**config.mk**
```make
export PLATFORM = sky130hd
export DESIGN_NAME = vector_mm_control_unit
export DESIGN_NICKNAME = d
export VERILOG_FILES = /design/src/rtl/vector_mm_control_unit.sv
export SDC_FILE = /design/constraint.sdc
export NUM_CORES = 1
export LEC_CHECK = 0
export ABC_AREA = 1
export CAP_MARGIN = 25
export CORE_ASPECT_RATIO = 0.9
export CORE_MARGIN = 2
export CORE_UTILIZATION = 47
export CTS_CLUSTER_SIZE = 14
export DETAILED_ROUTE_END_ITERATION = 7
export PLACE_DENSITY = 0.85
export SYNTH_ARGS = -nofsm -noshare
export SYNTH_HDL_FRONTEND = slang
export SYNTH_SLANG_ARGS = --single-unit
export TNS_END_PERCENT = 100
```
**constraint.sdc**
```tcl
create_clock -name clock -period 4.54 [get_ports clock]
set_input_delay 0.908 -clock clock [delete_from_list [all_inputs] [get_ports clock]]
set_output_delay 0.908 -clock clock [all_outputs]
set_load 0.01 [all_outputs]
```
**src/rtl/vector_mm_control_unit.sv**
```systemverilog
// Multicycle control FSM for the memory-to-memory vector processor, including a vector element loop.
// Optional build macro VMCU_ZERO_LEN_FAULT_EN: a zero-length vector instruction traps to FAULT.
module vector_mm_control_unit #(
    parameter int OP_W    = 8,
    parameter int ALUOP_W = 4,
    parameter int VLEN_W  = 6
) (
    input  logic               clock,
    input  logic               reset,
    input  logic [OP_W-1:0]    op,
    input  logic               mem_ready,
    input  logic [VLEN_W-1:0]  vec_len,
    output logic               mem_req,
    output logic               irWrite,
    output logic [1:0]         pcSrc,
    output logic [1:0]         writeMemDst,
    output logic [1:0]         writeDataSrc,
    output logic               memWrite,
    output logic [ALUOP_W-1:0] aluOp,
    output logic [1:0]         aluSrcA,
    output logic [1:0]         aluSrcB,
    output logic               readSrc,
    output logic               pcWrite,
    output logic               pcWriteCond,
    output logic               writeRa,
    output logic               writeSp,
    output logic               illegal_op,
    output logic               halted,
    output logic [VLEN_W-1:0]  elem_idx,
    output logic [3:0]         current_state
);

    typedef enum logic [3:0] {
        FETCH   = 4'd0,
        DECODE  = 4'd1,
        M_EXEC  = 4'd2,
        B_EXEC  = 4'd3,
        I_EXEC  = 4'd4,
        LD_EXEC = 4'd5,
        J_EXEC  = 4'd6,
        V_SETUP = 4'd7,
        V_ELEM  = 4'd8,
        HALT    = 4'd9,
        FAULT   = 4'd10
    } state_t;

    state_t              state;
    state_t              next_state;
    logic [VLEN_W-1:0]   len_q;
    logic [VLEN_W-1:0]   elem_q;
    logic [2:0]          op_class;
    logic [ALUOP_W-1:0]  sub_alu;
    logic                last_elem;
    logic                zero_len;
    logic                unused_op_bits;

    assign op_class       = op[OP_W-1 -: 3];
    assign sub_alu        = op[ALUOP_W-1:0];
    assign last_elem      = (elem_q == len_q - VLEN_W'(1));
    assign zero_len       = (vec_len == '0);
    assign unused_op_bits = &{1'b0, op};

    assign elem_idx      = elem_q;
    assign current_state = state;

    always_ff @(posedge clock or negedge reset) begin
        if (!reset) begin
            state <= FETCH;
        end else begin
            state <= next_state;
        end
    end

    // len_q is latched once per vector instruction so vec_len may change mid-loop.
    always_ff @(posedge clock or negedge reset) begin
        if (!reset) begin
            len_q  <= '0;
            elem_q <= '0;
        end else begin
            case (state)
                V_SETUP: begin
                    len_q  <= vec_len;
                    elem_q <= '0;
                end
                V_ELEM: begin
                    if (mem_ready) begin
                        elem_q <= last_elem ? '0 : elem_q + VLEN_W'(1);
                    end
                end
                default: ;
            endcase
        end
    end

    always_comb begin
        next_state = state;
        case (state)
            FETCH:   if (mem_ready) next_state = DECODE;
            DECODE: begin
                case (op_class)
                    3'b000:  next_state = M_EXEC;
                    3'b001:  next_state = B_EXEC;
                    3'b010:  next_state = I_EXEC;
                    3'b011:  next_state = LD_EXEC;
                    3'b100:  next_state = J_EXEC;
                    3'b101:  next_state = V_SETUP;
                    3'b110:  next_state = FETCH;
                    default: next_state = HALT;
                endcase
            end
            M_EXEC,
            I_EXEC:  if (mem_ready) next_state = FETCH;
            B_EXEC,
            J_EXEC:  next_state = FETCH;
            LD_EXEC: if (op[1] || mem_ready) next_state = FETCH;
            V_SETUP: begin
                if (zero_len) begin
`ifdef VMCU_ZERO_LEN_FAULT_EN
                    next_state = FAULT;
`else
                    next_state = FETCH;
`endif
                end else begin
                    next_state = V_ELEM;
                end
            end
            V_ELEM:  if (mem_ready && last_elem) next_state = FETCH;
            HALT:    next_state = HALT;
            FAULT:   next_state = FAULT;
            default: next_state = FETCH;
        endcase
    end

    // Everything is forced low while reset is asserted, even though the state reads FETCH.
    always_comb begin
        mem_req      = 1'b0;
        irWrite      = 1'b0;
        pcSrc        = '0;
        writeMemDst  = '0;
        writeDataSrc = '0;
        memWrite     = 1'b0;
        aluOp        = '0;
        aluSrcA      = '0;
        aluSrcB      = '0;
        readSrc      = 1'b0;
        pcWrite      = 1'b0;
        pcWriteCond  = 1'b0;
        writeRa      = 1'b0;
        writeSp      = 1'b0;
        illegal_op   = 1'b0;
        halted       = 1'b0;
        if (reset) begin
            case (state)
                FETCH: begin
                    mem_req = 1'b1;
                    aluSrcB = 2'd2;
                    irWrite = mem_ready;
                    pcWrite = mem_ready;
                end
                DECODE: begin
                    aluSrcA    = 2'd1;
                    aluSrcB    = 2'd2;
                    illegal_op = (op_class == 3'b110);
                end
                M_EXEC, V_ELEM: begin
                    aluSrcA     = 2'd1;
                    aluOp       = sub_alu;
                    memWrite    = 1'b1;
                    writeMemDst = 2'd1;
                    mem_req     = 1'b1;
                end
                B_EXEC: begin
                    aluSrcA     = 2'd1;
                    aluOp       = ALUOP_W'(1);
                    pcWriteCond = 1'b1;
                    pcSrc       = 2'd1;
                end
                I_EXEC: begin
                    aluSrcA      = 2'd1;
                    aluSrcB      = 2'd2;
                    aluOp        = sub_alu;
                    memWrite     = 1'b1;
                    writeDataSrc = 2'd1;
                    mem_req      = 1'b1;
                end
                LD_EXEC: begin
                    case (op[1:0])
                        2'b00: begin
                            memWrite     = 1'b1;
                            mem_req      = 1'b1;
                            writeDataSrc = 2'd1;
                        end
                        2'b01: begin
                            memWrite     = 1'b1;
                            mem_req      = 1'b1;
                            writeDataSrc = 2'd3;
                        end
                        2'b10: writeRa = 1'b1;
                        default: begin
                            aluSrcA = 2'd1;
                            writeSp = 1'b1;
                        end
                    endcase
                end
                J_EXEC: begin
                    case (op[1:0])
                        2'b00: begin
                            pcWrite = 1'b1;
                            pcSrc   = 2'd2;
                        end
                        2'b01: begin
                            pcWrite = 1'b1;
                            pcSrc   = 2'd2;
                            writeRa = 1'b1;
                        end
                        2'b10: begin
                            pcWrite = 1'b1;
                            pcSrc   = 2'd3;
                        end
                        default: illegal_op = 1'b1;
                    endcase
                end
                V_SETUP: begin
`ifdef VMCU_ZERO_LEN_FAULT_EN
                    illegal_op = zero_len;
`endif
                end
                HALT:    halted = 1'b1;
                default: ;
            endcase
        end
    end

endmodule
```
==> results.json, run 1 <==
{
  "status": "finished, final reports clean",
  "gp_congestion": 0.931,
  "finalMaxSlewViolations": 0,
  "hold_class": "reg -> reg",
  "cts_tree": "done",
  "synth-xor-area-share_pct": 2.63,
  "path_delay_family": "buffers and inverters",
  "path_buf_inv": 4,
  "fin_util_pct": 68.1,
  "finalNetCount": 287,
  "clock_sinks": 16,
  "p_per_area_nw_per_um2": 501,
  "synth_most_common_cell": "nand2_1",
  "slowest_delay_ns": 0.53,
  "min_period_over_period_pct": 79.3,
  "p_leak_nw": 0.918,
  "grt_pass1_vias": 1312,
  "required_ns": 3.63,
  "post_cts_buffers": 0,
  "placed_cells": 303,
  "grtUsageMet2_pct": 37.9,
  "finalSetupTns_ns": 0,
  "grt_max_degree": 19,
  "cts_max_level": 1,
  "crit_chain": "clkdlybuf4s50_1 > inv_1 > nor3_1 > inv_1 > nor2_1 > a31oi_1 > nand2_1 > clkdlybuf4s50_1",
  "post-place-ws_ns": 0.942,
  "core_area_um2": 2730,
  "gr-usage-all-layers_pct": 23.0,
  "rsz0062_at_grt": "false",
  "cts_root_buf": "clkbuf_4",
  "grt_antenna_before_repair": 0,
  "worstSetupPathType": "in -> out",
  "routedWlPerCell_um": 10.8,
  "clk_latency_ns": 0.28,
  "synth_cell_types": 27,
  "max_cap_viol_count": 0,
  "p_total_uw": 930,
  "grt_pass1_wl_mm": 5.62,
  "arrival_ns": 2.69,
  "synth.area.mux_share_pct": 0,
  "gr-usage-met3_pct": 5.20,
  "synth_top_family_by_area": "simple AND/OR/NAND/NOR gates",
  "synth-simple-area-share_pct": 41.5,
  "synth_area_leader_cell": "dfrtp_1",
  "crit_fanout": 14,
  "syn_area_per_cell_um2": 6.09,
  "synth-adder-area-share_pct": 1.88,
  "place_area_um2": 1820,
  "async_reset_ff_share_pct": 100,
  "grt_util_met1_pct": 29.1,
  "die_y_um": 54.5,
  "cpMaxStageDelayCell": "clkdlybuf4s50_1",
  "rows": 18,
  "synth-compound-area-share_pct": 10.5,
  "setup_ws_ns": 0.939,
  "fmaxAchievable_ghz": 0.278,
  "post_cts_resized": 0,
  "grt-ovfl-total": 0,
  "dieArea_um2": 3280,
  "ctsHoldBuffers": 0,
  "synth_edf_count": 0,
  "layout-drive-gt1-share_pct": 6.37,
  "path_clk_slew_ns": 0.09,
  "cp-end-kind": "primary output",
  "ir_drop_mv": 0.274,
  "fin_crit_ns": 3.60,
  "synth_ff_type": "dfrtp_1",
  "clock_path_buffers": 2,
  "holdWs_ns": 0.537,
  "synth.top_cells.by_area": "dfrtp_1 30%, nand2_1 19%, inv_1 10%, nor2_1 6.8%, nand3_1 5.6%",
  "finalNonFillerCells": 307,
  "postRouteAntennaNets": 0,
  "place_hpwl_mm": 2.70,
  "clock_skew_ns": 0.000787,
  "diodes": 0,
  "syn_to_final_growth_pct": 39.1,
  "io_pins": 51,
  "die_w_um": 60.2,
  "finalInstanceArea_um2": 1860,
  "yosysSeqAreaShare_pct": 30.0,
  "synth-seq-cells": 16,
  "initial_utilization_pct": 48.9,
  "top_usage_layer": "met2",
  "wirelength_mm": 3.31,
  "syn_inst": 219,
  "syn-cell-area_um2": 1330,
  "synth_top_area_share_pct": 30.0,
  "yosys_warnings": 0,
  "dr.pass1.iters": 4,
  "vias_per_cell": 4.89,
  "vias": 1502,
  "cts_buffers": 3,
  "cp-start-kind": "primary input",
  "hold_viol_final": 0,
  "ys_top_cells_by_count": "68 x nand2_1, 36 x inv_1, 24 x nor2_1",
  "portBuffers": 45,
  "drt_iter0_drc": 69,
  "drc": 0,
  "setup-violations-final": 0
}
## state kept, by name, indices dropped and copies added, names as in the netlist
signal / cells
current_state: 4
elem_idx: 6
len_q: 6
## layout by cell type, fill, tap and decap left out
| cell type | count |
|---|---|
| nand2_1 | 68 |
| xor2_1 | 3 |
| o21ai_0 | 10 |
| nor3_1 | 4 |
| nand2_2 | 4 |
| nand3_2 | 2 |
| clkbuf_8 | 1 |
| a21oi_1 | 13 |
| nor2_4 | 1 |
| nor4_1 | 1 |
| nand3_1 | 15 |
| or2_2 | 1 |
| a31oi_1 | 3 |
| buf_4 | 1 |
| dfrtp_1 | 16 |
| nand4_1 | 2 |
| nor2_2 | 1 |
| clkdlybuf4s50_1 | 45 |
| conb_1 | 4 |
| xnor2_1 | 1 |
| or2_1 | 1 |
| inv_1 | 36 |
| nand3b_1 | 1 |
| ha_1 | 2 |
| o22ai_1 | 1 |
| inv_2 | 2 |
| clkbuf_4 | 3 |
| nand2_4 | 1 |
| nor2_1 | 24 |
## power by group
group | leakage, nW | switching (mW) | total [mW] | internal [mW]
Combinational | 0.702 | 0.319 | 0.574 | 0.255
Sequential | 0.195 | 0.0697 | 0.264 | 0.194
Clock | 0.0210 | 0.0435 | 0.0923 | 0.0488
## area by class of cell
cell class              instances  area (um2)
repair buffers                 46         458
well taps                      40        50.0
fillers                       255         870
flip-flops and latches         16         400
inverters                      38         143
multi-input cells             163         768
clock buffers                   4        36.3
## kinds of logic after synthesis
group | count (synthesis)
buffers and inverters | 43
AND/OR/NAND/NOR | 126
adder cells (fa/ha/maj) | 2
AO/OA/AOI/OAI | 27
XOR/XNOR | 4
other | 1
flip-flops | 16
## worst paths after layout
| kind | cells after the start | slack, ns | to | startpoint |
|---|---|---|---|---|
| max | 8 | 0.94 | aluSrcA[0] | reset |
| min | 2 | 0.54 | len_q[5]$_DFFE_PN0P_ | len_q[5]$_DFFE_PN0P_ |
| max reg2reg | 13 | 2.75 | current_state[2]$_DFFE_PN0P_ | len_q[0]$_DFFE_PN0P_ |
| min reg2reg | 2 | 0.54 | len_q[5]$_DFFE_PN0P_ | len_q[5]$_DFFE_PN0P_ |
| max in group asynchronous | 2 | 3.37 | elem_idx[5]$_DFFE_PN0P_ | reset |
| min in group asynchronous | 2 | 0.97 | current_state[2]$_DFFE_PN0P_ | reset |
## worst register-to-register path, cell delays in order (launching register included)
cell	delay, ns
dfrtp_1	0.39
inv_1	0.15
ha_1	0.23
inv_1	0.07
nand2_1	0.06
nand3_1	0.08
nand2_1	0.07
nand2_1	0.05
nor2_1	0.11
nand3_2	0.13
nand2_2	0.14
nand2_1	0.10
nand2_1	0.07
nand2_1	0.06
## layer usage
metal | vias to the layer above | part of all wire, %
met5 | - | 0
met4 | 0 | 0.94
met2 | 47 | 47
met3 | 4 | 5.5
met1 | 680 | 47
li1 | 771 | -
No activity file was read; power rests on OpenSTA's default activity.
==> run 2: changes to the inputs <==
--- a/config.mk
+++ b/config.mk
@@ -9,10 +9,10 @@
 export CAP_MARGIN = 25
 export CORE_ASPECT_RATIO = 0.9
 export CORE_MARGIN = 2
-export CORE_UTILIZATION = 47
+export CORE_UTILIZATION = 40
 export CTS_CLUSTER_SIZE = 14
 export DETAILED_ROUTE_END_ITERATION = 7
-export PLACE_DENSITY = 0.85
+export PLACE_DENSITY = 0.77
 export SYNTH_ARGS = -nofsm -noshare
 export SYNTH_HDL_FRONTEND = slang
 export SYNTH_SLANG_ARGS = --single-unit
==> constraint.sdc (replaced) <==
create_clock -name clock -period 3.2 [get_ports clock]
set_input_delay 0.64 -clock clock [delete_from_list [all_inputs] [get_ports clock]]
set_output_delay 0.64 -clock clock [all_outputs]
set_load 0.01 [all_outputs]
==> run 2 against run 1 <==
  * Hold slack worse by 0.029 ns
  * Clock skew grew 0.0032 ns
  * Critical endpoint unchanged
  * Worst setup slack got worse by 0.66 ns
  * Total power rose by 47%
  * Wire length grew 3.5%
  * Clock power grew 94%
  * First-iteration DRC count up 45%
==> results.json, run 2 (synthesis results as in run 1) <==
{
  "cts_max_level": 1,
  "p_switching_uw": 623,
  "p_clk_share_pct": 13.1,
  "initial_utilization_pct": 42.8,
  "p_leak_nw": 0.931,
  "core_area_um2": 3110,
  "worstSetupPathType": "in -> out",
  "cts_buffers": 3,
  "path_buf_inv": 4,
  "post_cts_buffers": 0,
  "clk_latency_ns": 0.25,
  "gr-usage-all-layers_pct": 20.3,
  "slowest_delay_ns": 0.54,
  "placed_cells": 306,
  "status": "finished, final reports clean",
  "finalNonFillerCells": 310,
  "vias": 1485,
  "finalSetupTns_ns": 0,
  "post_cts_resized": 0,
  "final_common_cell": "nand2_1",
  "setup-violations-final": 0,
  "clock_sinks": 16,
  "fmaxAchievable_ghz": 0.343,
  "cp-start-kind": "primary input",
  "drc": 0,
  "power_frac_seq_pct": 27.5,
  "cpMaxStageDelayCell": "clkdlybuf4s50_1",
  "cts_root_buf": "clkbuf_8",
  "ctsHoldBuffers": 0,
  "rsz0062_at_grt": "false",
  "cp-end-kind": "primary output",
  "clock_skew_ns": 0.00403,
  "portBuffers": 45,
  "hold_viol_final": 0,
  "mostFrequentLayoutCells": "68 x nand2_1, 45 x clkdlybuf4s50_1, 36 x inv_1, 24 x nor2_1, 16 x dfrtp_1",
  "max_cap_viol_count": 0,
  "wirelength_mm": 3.42,
  "fill_cells": 307,
  "postRouteAntennaNets": 0,
  "regArea_um2": 400,
  "multi_input_area_um2": 768,
  "gp_congestion": 0.886,
  "arrival_ns": 2.28,
  "dieArea_um2": 3810,
  "p_comb_share_pct": 59.4,
  "vias_per_cell": 4.79,
  "required_ns": 2.56,
  "io_pins": 51,
  "clock_path_buffers": 2,
  "place_hpwl_mm": 2.78,
  "syn_to_final_growth_pct": 41.3,
  "min_period_over_period_pct": 91.2,
  "grt_antenna_before_repair": 0,
  "die_w_um": 64.9,
  "grt_pass1_vias": 1334,
  "crit_chain": "clkdlybuf4s50_1 > inv_1 > nor3_1 > inv_1 > nor2_1 > a31oi_1 > nand2_1 > clkdlybuf4s50_1",
  "p_total_mw": 1.37,
  "drt_iter0_drc": 100,
  "path_delay_family": "buffers and inverters",
  "internal-power_uw": 747,
  "hold_class": "reg -> reg",
  "p_per_area_nw_per_um2": 727,
  "fin_crit_ns": 2.92,
  "ir_drop_mv": 0.385,
  "crit_fanout": 2,
  "cts_tree": "done",
  "grt_pass1_wl_mm": 6.00,
  "switching_share_pct": 45.5,
  "path_clk_slew_ns": 0.06,
  "routedWlPerCell_um": 11.0,
  "dr.pass1.iters": 5,
  "grt-ovfl-total": 0,
  "finalNetCount": 288,
  "layout-drive-gt1-share_pct": 6.72,
  "grt_max_degree": 19,
  "die_y_um": 58.8,
  "rows": 19,
  "diodes": 0,
  "finalMaxSlewViolations": 0
}
-- run 2: per-stage QoR --
step / cell area [um2] / worst slack [ns] / utilization, % / hold WS (ns)
2_1_floorplan: 1350 / 1.24 / - / 0.344
3_3_place_gp: 1830 / 0.245 / 58.7 / 0.495
3_5_place_dp: 1830 / 0.273 / 58.7 / 0.495
4_1_cts: 1880 / 0.266 / 60.5 / 0.513
5_1_grt: 1880 / 0.126 / 60.5 / 0.528
6_report: 1880 / 0.282 / 60.5 / 0.507
-- run 2: cell type report --
class	instances	share of cell area (%)
flip-flops and latches	16	21.2
well taps	42	2.79
repair buffers	47	24.7
clock buffers	4	2.92
multi-input cells	163	40.8
inverters	38	7.57
-- run 2: final timing paths --
check | start | end | slack, ns | cells after the start
max in group asynchronous | reset | len_q[1]$_DFFE_PN0P_ | 2.22 | 2
setup reg to reg | len_q[0]$_DFFE_PN0P_ | current_state[2]$_DFFE_PN0P_ | 1.40 | 13
hold / removal | len_q[5]$_DFFE_PN0P_ | len_q[5]$_DFFE_PN0P_ | 0.51 | 2
setup / recovery | reset | aluSrcA[0] | 0.28 | 8
hold reg to reg | len_q[5]$_DFFE_PN0P_ | len_q[5]$_DFFE_PN0P_ | 0.51 | 2
min in group asynchronous | reset | elem_idx[1]$_DFFE_PN0P_ | 0.78 | 2
-- run 2: worst register-to-register path: stages (launching register included) --
cell     delay [ns]
dfrtp_1        0.38
inv_1          0.16
ha_1           0.24
inv_1          0.07
nand2_1        0.05
nand3_1        0.05
nand2_1        0.08
nand2_1        0.05
nor2_1         0.12
nand3_2        0.13
nand2_2        0.14
nand2_1        0.11
nand2_1        0.07
nand2_1        0.05
-- run 2: metal layers --
layer / global-route usage (%) / vias up / wire length [um]
met3: 3.82 / 5 / 174
met2: 31.1 / 42 / 1470
li1: - / 779 / -
met5: 0 / - / 0
met1: 28.6 / 659 / 1730
met4: 7.60 / 0 / 49
-- run 2: power groups by stage --
stage	registers (mW)	clock network [mW]	logic (mW)
after floorplan	0.370	0	0.492
after global placement	0.376	0	0.806
after detailed placement	0.380	0	0.812
after CTS	0.377	0.182	0.817
after global routing	0.390	0.193	0.926
final	0.378	0.179	0.814
==> run 3: changes to the inputs <==
--- a/config.mk
+++ b/config.mk
@@ -13,6 +13,7 @@
 export CTS_CLUSTER_SIZE = 14
 export DETAILED_ROUTE_END_ITERATION = 7
 export PLACE_DENSITY = 0.77
+export SKIP_CTS_REPAIR_TIMING = 1
 export SYNTH_ARGS = -nofsm -noshare
 export SYNTH_HDL_FRONTEND = slang
 export SYNTH_SLANG_ARGS = --single-unit
==> results of run 3 <==
Same layout as run 2: the final DEF is identical, and so are final timing and power.
